$ cat config.mk
export PLATFORM = sky130hd
export DESIGN_NAME = seq_approx_mult
export DESIGN_NICKNAME = d
export VERILOG_FILES = /design/src/rtl/seq_approx_mult_pkg.sv /design/src/rtl/seq_approx_mult_row.sv /design/src/rtl/seq_approx_mult.sv
export SDC_FILE = /design/constraint.sdc
export NUM_CORES = 1
export LEC_CHECK = 0
export ABC_AREA = 0
export CORE_MARGIN = 2
export CORE_UTILIZATION = 40
export CTS_BUF_LIST = sky130_fd_sc_hd__clkbuf_8
export DETAILED_ROUTE_END_ITERATION = 10
export DONT_BUFFER_PORTS = 1
export HOLD_SLACK_MARGIN = 0.06
export PLACE_DENSITY = 0.65
export SYNTH_ARGS = -nofsm -noshare
export SYNTH_HDL_FRONTEND = slang
export SYNTH_SLANG_ARGS = --single-unit
$ cat constraint.sdc
create_clock -name clk -period 9.4 [get_ports clk]
set_input_delay 1.88 -clock clk [delete_from_list [all_inputs] [get_ports clk]]
set_output_delay 1.88 -clock clk [all_outputs]
set_load 0.01 [all_outputs]
$ cat src/rtl/seq_approx_mult_pkg.sv
// Shared types and adder cells for the sequential approximate multiplier.
package seq_approx_mult_pkg;

  typedef enum logic [1:0] {
    IDLE = 2'd0,
    RUN  = 2'd1,
    DONE = 2'd2
  } state_e;

  // Exact full adder, returns {carry, sum}.
  function automatic logic [1:0] fa_exact(input logic x, input logic y, input logic z);
    return {(x & y) | (x & z) | (y & z), x ^ y ^ z};
  endfunction

  // Area-reduced cell: sum is an OR, carry ignores the accumulator bit.
  function automatic logic [1:0] fa_approx(input logic x, input logic y, input logic z);
    return {y & z, x | y | z};
  endfunction

endpackage

$ cat src/rtl/seq_approx_mult_row.sv
// One 2*WIDTH ripple accumulation row; low APPROX_COLS columns can switch to
// approximate cells. The carry out of the top column is dropped.
module approx_acc_row
  import seq_approx_mult_pkg::*;
#(
  parameter int WIDTH       = 8,
  parameter int APPROX_COLS = 6
) (
  input  logic [2*WIDTH-1:0] acc_i,
  input  logic [2*WIDTH-1:0] pp_i,
  input  logic               approx_i,
  output logic [2*WIDTH-1:0] sum_o
);

  localparam int PW = 2 * WIDTH;

  logic [PW-1:0] carry;

  assign carry[0] = 1'b0;

  for (genvar k = 0; k < PW; k++) begin : g_col
    localparam bit IS_APX = (k < APPROX_COLS);
    logic use_apx;

    assign use_apx = IS_APX && approx_i;

    if (k < PW - 1) begin : g_mid
      logic [1:0] res;
      // Column cell selection: approximate only when enabled for this column.
      always_comb begin
        if (use_apx) res = fa_approx(acc_i[k], pp_i[k], carry[k]);
        else         res = fa_exact(acc_i[k], pp_i[k], carry[k]);
      end
      assign sum_o[k]     = res[0];
      assign carry[k + 1] = res[1];
    end else begin : g_top
      // Top column only needs the sum; its carry would be discarded anyway.
      assign sum_o[k] = use_apx ? (acc_i[k] | pp_i[k] | carry[k])
                                : (acc_i[k] ^ pp_i[k] ^ carry[k]);
    end
  end

endmodule

$ cat src/rtl/seq_approx_mult.sv
// Iterative shift-add multiplier, one partial-product row per clock, behind a
// valid/ready handshake. Row timing is data-independent.
module seq_approx_mult
  import seq_approx_mult_pkg::*;
#(
  parameter int WIDTH       = 8,
  parameter int APPROX_COLS = 6
) (
  input  logic               clk,
  input  logic               rst,
  input  logic               in_valid,
  output logic               in_ready,
  input  logic [WIDTH-1:0]   in_a,
  input  logic [WIDTH-1:0]   in_b,
  input  logic               in_approx,
  output logic               out_valid,
  input  logic               out_ready,
  output logic [2*WIDTH-1:0] out_p,
  output logic               busy
);

  localparam int PW = 2 * WIDTH;
  localparam int CW = $clog2(WIDTH + 1);

  state_e            state_q, state_d;
  logic [WIDTH-1:0]  a_q, b_q;
  logic              approx_q;
  logic [CW-1:0]     cnt_q;
  logic [PW-1:0]     acc_q;
  logic [PW-1:0]     pp;
  logic [PW-1:0]     row_sum;
  logic              accept;
  logic              last_row;

  assign accept   = in_valid && (state_q == IDLE);
  assign last_row = (cnt_q == CW'(WIDTH - 1));

  // Current shifted partial-product row selected by the iteration counter.
  always_comb begin
    pp = '0;
    if (b_q[cnt_q]) pp = {{WIDTH{1'b0}}, a_q} << cnt_q;
  end

  approx_acc_row #(
    .WIDTH      (WIDTH),
    .APPROX_COLS(APPROX_COLS)
  ) u_row (
    .acc_i   (acc_q),
    .pp_i    (pp),
    .approx_i(approx_q),
    .sum_o   (row_sum)
  );

  // Operand latch, accumulator and row counter.
  always_ff @(posedge clk or posedge rst) begin
    if (rst) begin
      a_q      <= '0;
      b_q      <= '0;
      approx_q <= 1'b0;
      cnt_q    <= '0;
      acc_q    <= '0;
    end else if (accept) begin
      a_q      <= in_a;
      b_q      <= in_b;
      approx_q <= in_approx;
      cnt_q    <= '0;
      acc_q    <= '0;
    end else if (state_q == RUN) begin
      acc_q <= row_sum;
      cnt_q <= cnt_q + 1'b1;
    end
  end

  // State register.
  always_ff @(posedge clk or posedge rst) begin
    if (rst) state_q <= IDLE;
    else     state_q <= state_d;
  end

  // Next-state logic.
  always_comb begin
    state_d = state_q;
    case (state_q)
      IDLE:    if (in_valid) state_d = RUN;
      RUN:     if (last_row) state_d = DONE;
      DONE:    if (out_ready) state_d = IDLE;
      default: state_d = IDLE;
    endcase
  end

  // Outputs decoded from state; product is only exposed while holding a result.
  always_comb begin
    in_ready  = (state_q == IDLE);
    busy      = (state_q == RUN);
    out_valid = (state_q == DONE);
    out_p     = (state_q == DONE) ? acc_q : '0;
  end

endmodule

# Word level (Yosys, flattened, before mapping)
# Index checks and enable logic that the tools add are counted.
[word_totals]
register_bits = 39
inputBits = 21
output_inout_bits = 19
elab_cells = 150
[classes]
add_sub_neg = 1
n_lt_le_gt_ge = 1
n_eq_ne = 6
shifts = 1
mux = 18
bitwise = 113
reduce_logical = 4
[op_table]
columns = ["operator", "n"]
rows = [
  ["$mux 16", 4],
  ["$and 1x1->1", 43],
  ["$or 1x1->1", 39],
  ["$xor 1x1->1", 31],
  ["$mux 2", 9],
  ["$shl 8x4->16", 1],
  ["$mux 4", 2],
  ["$pmux 2 s3", 1],
  ["$add 4x1->4 const B", 1],
  ["$eq 4x3->1 const B", 1],
  ["$lt 4x4->1 const B", 1],
  ["$ne 2x1->1 const B", 2],
  ["$bmux 1 s3", 1],
  ["$reduce_and 3->1", 1],
  ["$eq 2x1->1 const B", 1],
  ["$eq 2x2->1 const B", 1],
  ["$logic_not 2->1", 1],
  ["$ne 2x2->1 const B", 1],
  ["$reduce_bool 2->1", 1],
  ["$logic_and 1x1->1", 1],
  ["$mux 1", 1],
]

# Depth between registers and ports, before layout
# Gate-level depths: netlist of the first run.
[depth]
word_depth = 55
depth_mapped = 31
mapped_depth_nobuf = 29

# By module
# A second synthesis of the first run with hierarchy kept.
[unflattened]
cells_unflattened = 310
area_unflattened_um2 = 2780.2
[by_module_without_submodules]
columns = ["module", "n_inst", "cells_per_inst", "area_each_um2", "seq_area_each_um2"]
rows = [
  ["seq_approx_mult", 1, 255, 2187.1, 975.9],
  ["approx_acc_row", 1, 55, 593.1, 0.0],
]

# Worst setup path after synthesis of the first run
# OpenSTA, ideal clock, no wires.
[synth_timing]
path_kind = "flip-flop to flip-flop"
startpoint = "register cnt_q[1]"
endpoint = "register acc_q[15]"
setup_time_ps = 121
arrival_time_ps = 8710
required_ps = 9279
slack_ps = 569
stages_incl_launch_ff = 32
path_buffers = 2
period_less_slack_ps = 8831
path_cell_list = "dfrtp_1 > buf_2 > and2b_1 > a22oi_1 > and2_1 > buf_2 > and2b_1 > and3_1 > ha_1 > nand2b_1 > fa_1 > or2_2 > fa_1 > or2_2 > fa_1 > or2_2 > fa_1 > or2_2 > fa_1 > or2_2 > fa_1 > fa_1 > fa_1 > fa_1 > fa_1 > fa_1 > fa_1 > fa_1 > fa_1 > xor2_2 > o21ai_1 > a22o_1"
[synth_via]
elab_chain_len = 55
word_cells_on_any_way = 85
classes_between = "1 x shift; 11 x mux; 73 x bitwise"
[synth_rtl]
columns = ["item", "line", "source"]
rows = [
  ["from (decl)", "seq_approx_mult.sv:28", "logic [CW-1:0] cnt_q;"],
  ["from (signal assigned)", "seq_approx_mult.sv:70", "cnt_q <= cnt_q + 1'b1;"],
  ["$bmux 1 s3", "seq_approx_mult.sv:41", "if (b_q[cnt_q]) pp = {{WIDTH{1'b0}}, a_q} << cnt_q;"],
  ["$mux 1 (not written as such)", "seq_approx_mult.sv:41", ""],
  ["$mux 16 (*)", "seq_approx_mult.sv:41", ""],
  ["$and 1x1->1", "seq_approx_mult_pkg.sv:12", "return {(x & y) | (x & z) | (y & z), x ^ y ^ z};"],
  ["$mux 2", "seq_approx_mult_row.sv:31", "if (use_apx) res = fa_approx(acc_i[k], pp_i[k], carry[k]);"],
  ["$and 1x1->1", "seq_approx_mult_pkg.sv:12", ""],
  ["$or 1x1->1 (2 in a row)", "seq_approx_mult_pkg.sv:12", ""],
  ["$mux 2", "seq_approx_mult_row.sv:31", ""],
  ["(+35 left out)", "-", ""],
  ["$or 1x1->1 (2 in a row)", "seq_approx_mult_pkg.sv:12", ""],
  ["$and 1x1->1", "seq_approx_mult_pkg.sv:12", ""],
  ["$or 1x1->1 (2 in a row)", "seq_approx_mult_pkg.sv:12", ""],
  ["$and 1x1->1", "seq_approx_mult_pkg.sv:12", ""],
  ["$or 1x1->1 (2 in a row)", "seq_approx_mult_pkg.sv:12", ""],
  ["$xor 1x1->1 (*)", "seq_approx_mult_row.sv:39", ": (acc_i[k] ^ pp_i[k] ^ carry[k]);"],
  ["$mux 16 (*)", "seq_approx_mult.sv:68", "end else if (state_q == RUN) begin"],
  ["$mux 16 (*)", "seq_approx_mult.sv:62", "end else if (accept) begin"],
  ["to (signal assigned)", "seq_approx_mult.sv:69", "acc_q <= row_sum;"],
  ["to (decl)", "seq_approx_mult.sv:29", "logic [PW-1:0] acc_q;"],
]
# Every way passes the cells marked *; elsewhere a longest branch is shown, timed or not. The select of a mux whose other input is x is not followed.
# A chain may end at the register's enable or synchronous reset.

# Final worst setup path of the first run
[layout_timing]
startpoint = "register cnt_q[2]"
endpoint = "register acc_q[15]"
# Same word-level chain as after synthesis.

==> results of run 1 <==
-- metrics by stage --
stage               TNS [ns]  hold slack, ns  setup WS [ns]  total power [mW]
finish                     0           0.474          0.435              1.02
global route        -0.00436           0.512       -0.00436              1.13
CTS                        0           0.482          0.280              1.01
detailed placement         0           0.462          0.317             0.893
global placement           0           0.460          0.454             0.878
floorplan                  0           0.445          0.569             0.778
-- synth_stat cells (2+ instances only) --
cell / count / area (um2)
nand2b_1: 5 / 31.3
buf_4: 2 / 15.0
buf_2: 2 / 10.0
o22ai_1: 2 / 12.5
nor3b_1: 2 / 15.0
mux4_2: 2 / 45.0
or2_2: 5 / 31.3
nand2_1: 74 / 278
and3_1: 2 / 12.5
a22o_1: 2 / 17.5
dfrtp_1: 39 / 976
ha_1: 8 / 100
buf_6: 2 / 22.5
fa_1: 14 / 280
clkbuf_1: 12 / 45.0
nor2_1: 23 / 86.3
inv_1: 18 / 67.6
mux2_2: 10 / 113
o21ai_1: 20 / 100
mux2_1: 2 / 22.5
and2b_1: 2 / 15.0
mux2i_1: 9 / 90.1
and2_1: 4 / 25.0
a22oi_1: 2 / 15.0
o21ai_0: 6 / 30.0
a21oi_1: 4 / 20.0
nand3_1: 19 / 95.1
nor2b_1: 4 / 25.0
-- repair_timing --
item                       4_1_cts  5_1_grt
setup endpoints to repair        0        1
resized for setup                0        4
setup buffers                    0        4
-- sequential cells by signal, summed over array words and instances (netlist names) --
signal	cells
a_q	8
approx_q	1
state_q	2
cnt_q	4
b_q	8
acc_q	16
-- critical path: cells and delay by family (launching register included) --
| kind | cells | cell delay (ns) |
|---|---|---|
| fa+ha+maj | 15 | 5.46 |
| compound gates | 3 | 0.45 |
| simple gates | 10 | 2.30 |
| xor+xnor | 1 | 0.18 |
| flops | 1 | 0.48 |
-- cells by family (layout without fill, tap and decap cells) --
| group | Yosys count | in the layout | synth area share [%] |
|---|---|---|---|
| and+or+nand+nor | 142 | 142 | 23.7 |
| xor gates and xnor gates | 1 | 1 | 0.604 |
| AOI/OAI and AO/OA | 42 | 42 | 9.11 |
| buffers and inverters | 38 | 38 | 6.23 |
| muxes | 23 | 23 | 10.0 |
| DFF | 39 | 39 | 36.2 |
| adders and majority gates | 22 | 22 | 14.1 |
-- per-layer routing --
metal  up-vias  routed length, um  GRT usage [%]
met5         -                  0              0
met4         0                 68           4.76
li1       1000                  -              -
met3         7                348           4.81
met1       959               2560           21.6
met2        46               2540           26.3
-- worst paths after layout --
path | from | to | slack (ns) | depth (start not counted)
max | cnt_q[2] | acc_q[15] | 0.43 | 29
min reg2reg | b_q[2] | b_q[2] | 0.47 | 2
max reg2reg | cnt_q[2] | acc_q[15] | 0.43 | 29
min in group asynchronous | rst | a_q[1] | 1.58 | 2
max in group asynchronous | rst | cnt_q[2] | 7.44 | 2
min | b_q[2] | b_q[2] | 0.47 | 2
-- report_power, final --
part	internal, mW	total [mW]	switching (mW)
clock	0.0508	0.113	0.0623
sequential	0.249	0.320	0.0709
combinational	0.253	0.584	0.331
-- cell type report --
type	instances	area, um2
Inverter	19	71.3
Multi-Input combinational cell	230	1550
Clock buffer	5	68.8
Clock inverter	3	16.3
Sequential cell	39	980
Tap cell	77	96.3
Timing Repair Buffer	11	82.6
Fill cell	628	3550
==> results.toml, run 1 <==
[layout]
fin_nets = 349
drive_gt1_share_pct = 13.7
fin_area_um2 = 2870
diodes = 0
syn_to_final_growth_pct = 6.55
final_cell_mix = "nand2_1 (74), dfrtp_1 (36), nor2_1 (23)"
final_core_util_pct = 44.7
mostFrequentLayoutCell = "nand2_1"
instances_no_fill = 384

[synth]
ys_seq_elements = 39
synth_edf_count = 0
synth_ff_type = "dfrtp_1"
ys_types = 39
syn_nets = 350
ys_seq_area_share_pct = 36.2
synthesis.area_um2 = 2690
avgSynthCellArea_um2 = 8.77
syn_inst = 307
synthArstFlopShare_pct = 100
yosysWarnings = 0

[cts]
clk_latency_ns = 0.31
clk_pin_slew_ns = 0.08
cts_max_level = 2
clockBufferDepth = 2
clkSinkCount = 39
cts_buffers = 5
ctsHoldBuffers = 0
clock-root-buffer = "clkbuf_8"
cts_tree = "done"

[critical_path]
cp_max_fo = 11
setup.worst_path.class = "reg -> reg"
slowest_delay_ns = 0.48
start_kind = "flop"
slowest_stage = "dfrtp_2"
crit_top_cell = "fa_1"
crit_path_end_kind = "flop"
arrival_ns = 9.17
cp.required_ns = 9.60

[place]
hpwl_mm = 3.97
place_inst = 372
place_congestion = 0.908
port-buffer-count = 0
dpl_cell_area_um2 = 2750

[route]
post-route-drc-count = 0
vias = 2012
firstDrtPassIters = 4
avgViaCountPerCell = 5.24
routedWlPerCell_um = 14.4
wl_mm = 5.52
ant_nets = 0
drt_iter0_markers = 85

[global_route]
grt_pass1_wl_mm = 9.51
antenna_found_initial = 0
first_global_vias = 2012
grt_max_degree = 40
grt_use_total_pct = 16.4
grt.overflow.total = 0

[floorplan]
die_area_um2 = 7400
initial_core_util_pct = 41.9
ios = 40
die_h_um = 86.0
coreArea_um2 = 6420
fp.dieW_um = 86.0
rows = 29

[power]
power.leakage_nw = 1.23
powerDensity_nw_per_um2 = 354
ir_drop_mv = 0.131

[run_status]
status = "finished clean"

[timing]
hold_viol = 0
setup_violations = 0
fin_crit_sh_pct = 95.4
fin_crit_ns = 8.97
fmax_mhz = 112
clock_skew_ns = 0.00793
worst_pin_slew_ns = 0.665
drv_slew = 0
maxSlewHeadroom_pct = 55.7

[worst_hold_path]
hold_path_class = "reg -> reg"

[job]
cap_violations = 0
No activity file was read; power rests on OpenSTA's default activity.
==> run 2, diff against run 1 <==
--- a/config.mk
+++ b/config.mk
@@ -12,7 +12,7 @@
 export DETAILED_ROUTE_END_ITERATION = 10
 export DONT_BUFFER_PORTS = 1
 export HOLD_SLACK_MARGIN = 0.06
-export PLACE_DENSITY = 0.65
+export PLACE_DENSITY = 0.63
 export SYNTH_ARGS = -nofsm -noshare
 export SYNTH_HDL_FRONTEND = slang
 export SYNTH_SLANG_ARGS = --single-unit
==> run 2 against run 1 <==
Die area is the same; non-clock buffer count shrank 4; clock skew shrank 0.0018 ns; critical endpoint unchanged; cell count shrank 1.0%; wire length shrank 3.6%; combinational power shrank 3%; worst setup slack lost 0.00080 ns; sequential share of layout area grew 0.39 points; total power shrank 1.7%; count of clock-buffer cells in the layout is the same; global-route usage shrank 0.85 points; final area shrank 1.3%.
==> results.toml, run 2 (synthesis results as in run 1) <==
[timing]
setup_slack_ns = 0.434
worst_pin_slew_ns = 0.632
fin_tns_setup_ns = 0
maxSlewHeadroom_pct = 57.9
fin_crit_sh_pct = 95.4
clock_skew_ns = 0.00614
hold_viol = 0
drv_slew = 0
fin_crit_ns = 8.97
final.hold.worst_slack_ns = 0.482
setup_violations = 0
fmax_mhz = 112
rsz0062_at_grt = "no"

[power]
p_int_mw = 0.542
power_mw = 0.999
seq_power_share_pct = 32.0
comb_power_share_pct = 56.8
ir_drop_mv = 0.150
switching_share_pct = 45.7
powerDensity_nw_per_um2 = 353
pwr-share-clk_pct = 11.2
switchingPower_mw = 0.456
power.leakage_nw = 1.21

[floorplan]
fp.dieW_um = 86.0
ios = 40
initial_core_util_pct = 41.9
rows = 29
die_h_um = 86.0
die_area_um2 = 7400
coreArea_um2 = 6420

[layout]
diodes = 0
fin_nets = 345
top_regs = "acc_q: 16 flops, a_q: 8 flops, b_q: 8 flops"
final_cell_mix = "nand2_1 (74), dfrtp_1 (37), nor2_1 (23)"
fillers = 640
seqCellArea_um2 = 978
top_register = "acc_q"
multi_input_area_um2 = 1550
mostFrequentLayoutCell = "nand2_1"
drive_gt1_share_pct = 11.9
largest_reg_flops = 16
syn_to_final_growth_pct = 5.20

[global_route]
grt_use_total_pct = 15.5
grt.overflow.total = 0
grt_max_degree = 40
first_global_vias = 1892
grt_pass1_wl_mm = 9.17
antenna_found_initial = 0

[place]
pre_cts_ws_ns = 0.402
port-buffer-count = 0
place_congestion = 0.925
hpwl_mm = 3.98

[cts]
cts_tree = "done"
cts_max_level = 2
cts_resized = 0
cts_buffers = 5
clk_pin_slew_ns = 0.08
ctsHoldBuffers = 0
clockBufferDepth = 2
clkSinkCount = 39
clk_latency_ns = 0.29
post_cts_buffers = 0
clock-root-buffer = "clkbuf_8"

[route]
firstDrtPassIters = 4
wl_met3_um = 320
vias = 1973
highest_layer = "met4"
wl_mm = 5.32
drt_iter0_markers = 173
met2_length_mm = 2.33
ant_nets = 0
routedWlPerCell_um = 14.0
met1_length_mm = 2.63
avgViaCountPerCell = 5.19
post-route-drc-count = 0

[critical_path]
start_kind = "flop"
arrival_ns = 9.15
crit_path_end_kind = "flop"
slowest_stage = "dfrtp_2"
setup.worst_path.class = "reg -> reg"
cp_max_fo = 12
cp.required_ns = 9.58
crit_top_cell = "fa_1"
slowest_delay_ns = 0.48

[worst_hold_path]
hold_path_class = "reg -> reg"

[job]
cap_violations = 0

[run_status]
status = "finished clean"
-- run 2: changes by cell type in the layout (fill, tap and decap cells not counted) --
cell | previous run | this run
a22oi_1 | 1 | 2
a22oi_2 | 1 | 0
buf_4 | 11 | 7
dfrtp_1 | 36 | 37
dfrtp_2 | 3 | 2
-- run 2: routing by layer --
metal	vias to the layer above	global-route usage, %
met2	50	23.3
met5	-	0
met4	0	4.33
met1	925	22.6
met3	7	3.56
li1	991	-
-- run 2: worst max-delay path: cells and delay by family, from the launching register on --
family                   cells  cell delay, ns
AND/OR/NAND/NOR             10            2.31
AO/OA/AOI/OAI                3            0.50
flip-flops                   1            0.48
adder cells (fa/ha/maj)     15            5.38
XOR/XNOR                     1            0.19
-- run 2: stage by stage --
stage / util [%] / area (um2) / instances
2_1_floorplan: - / 2690 / 307
3_3_place_gp: 42.7 / 2750 / 372
3_5_place_dp: 42.7 / 2750 / 372
4_1_cts: 44.1 / 2830 / 380
5_1_grt: 44.1 / 2830 / 380
6_report: 44.1 / 2830 / 380
-- run 2: area by class of cell --
cell class,count,area share (%)
tap,77,3.40
multi-input combinational,230,54.7
inverter,19,2.52
clock buffer,5,2.43
sequential,39,34.5
timing repair buffer,7,1.86
clock inverter,3,0.574
-- run 2: path summary, 6_finish.rpt --
path | to | slack, ns | cells past startpoint | startpoint
min | b_q[6] | 0.48 | 2 | b_q[6]
max in group asynchronous | cnt_q[1] | 7.44 | 2 | rst
max reg2reg | acc_q[15] | 0.43 | 29 | cnt_q[1]
min in group asynchronous | acc_q[0] | 1.59 | 2 | rst
max | acc_q[15] | 0.43 | 29 | cnt_q[1]
min reg2reg | b_q[6] | 0.48 | 2 | b_q[6]
-- run 2: power groups by stage --
| stage | sequential (mW) | combinational, mW | clock, mW |
|---|---|---|---|
| 2_1_floorplan | 0.289 | 0.489 | 0 |
| 6_report | 0.320 | 0.568 | 0.112 |
| 3_5_place_dp | 0.323 | 0.570 | 0 |
| 3_3_place_gp | 0.319 | 0.561 | 0 |
| 4_1_cts | 0.319 | 0.573 | 0.115 |
| 5_1_grt | 0.333 | 0.654 | 0.122 |
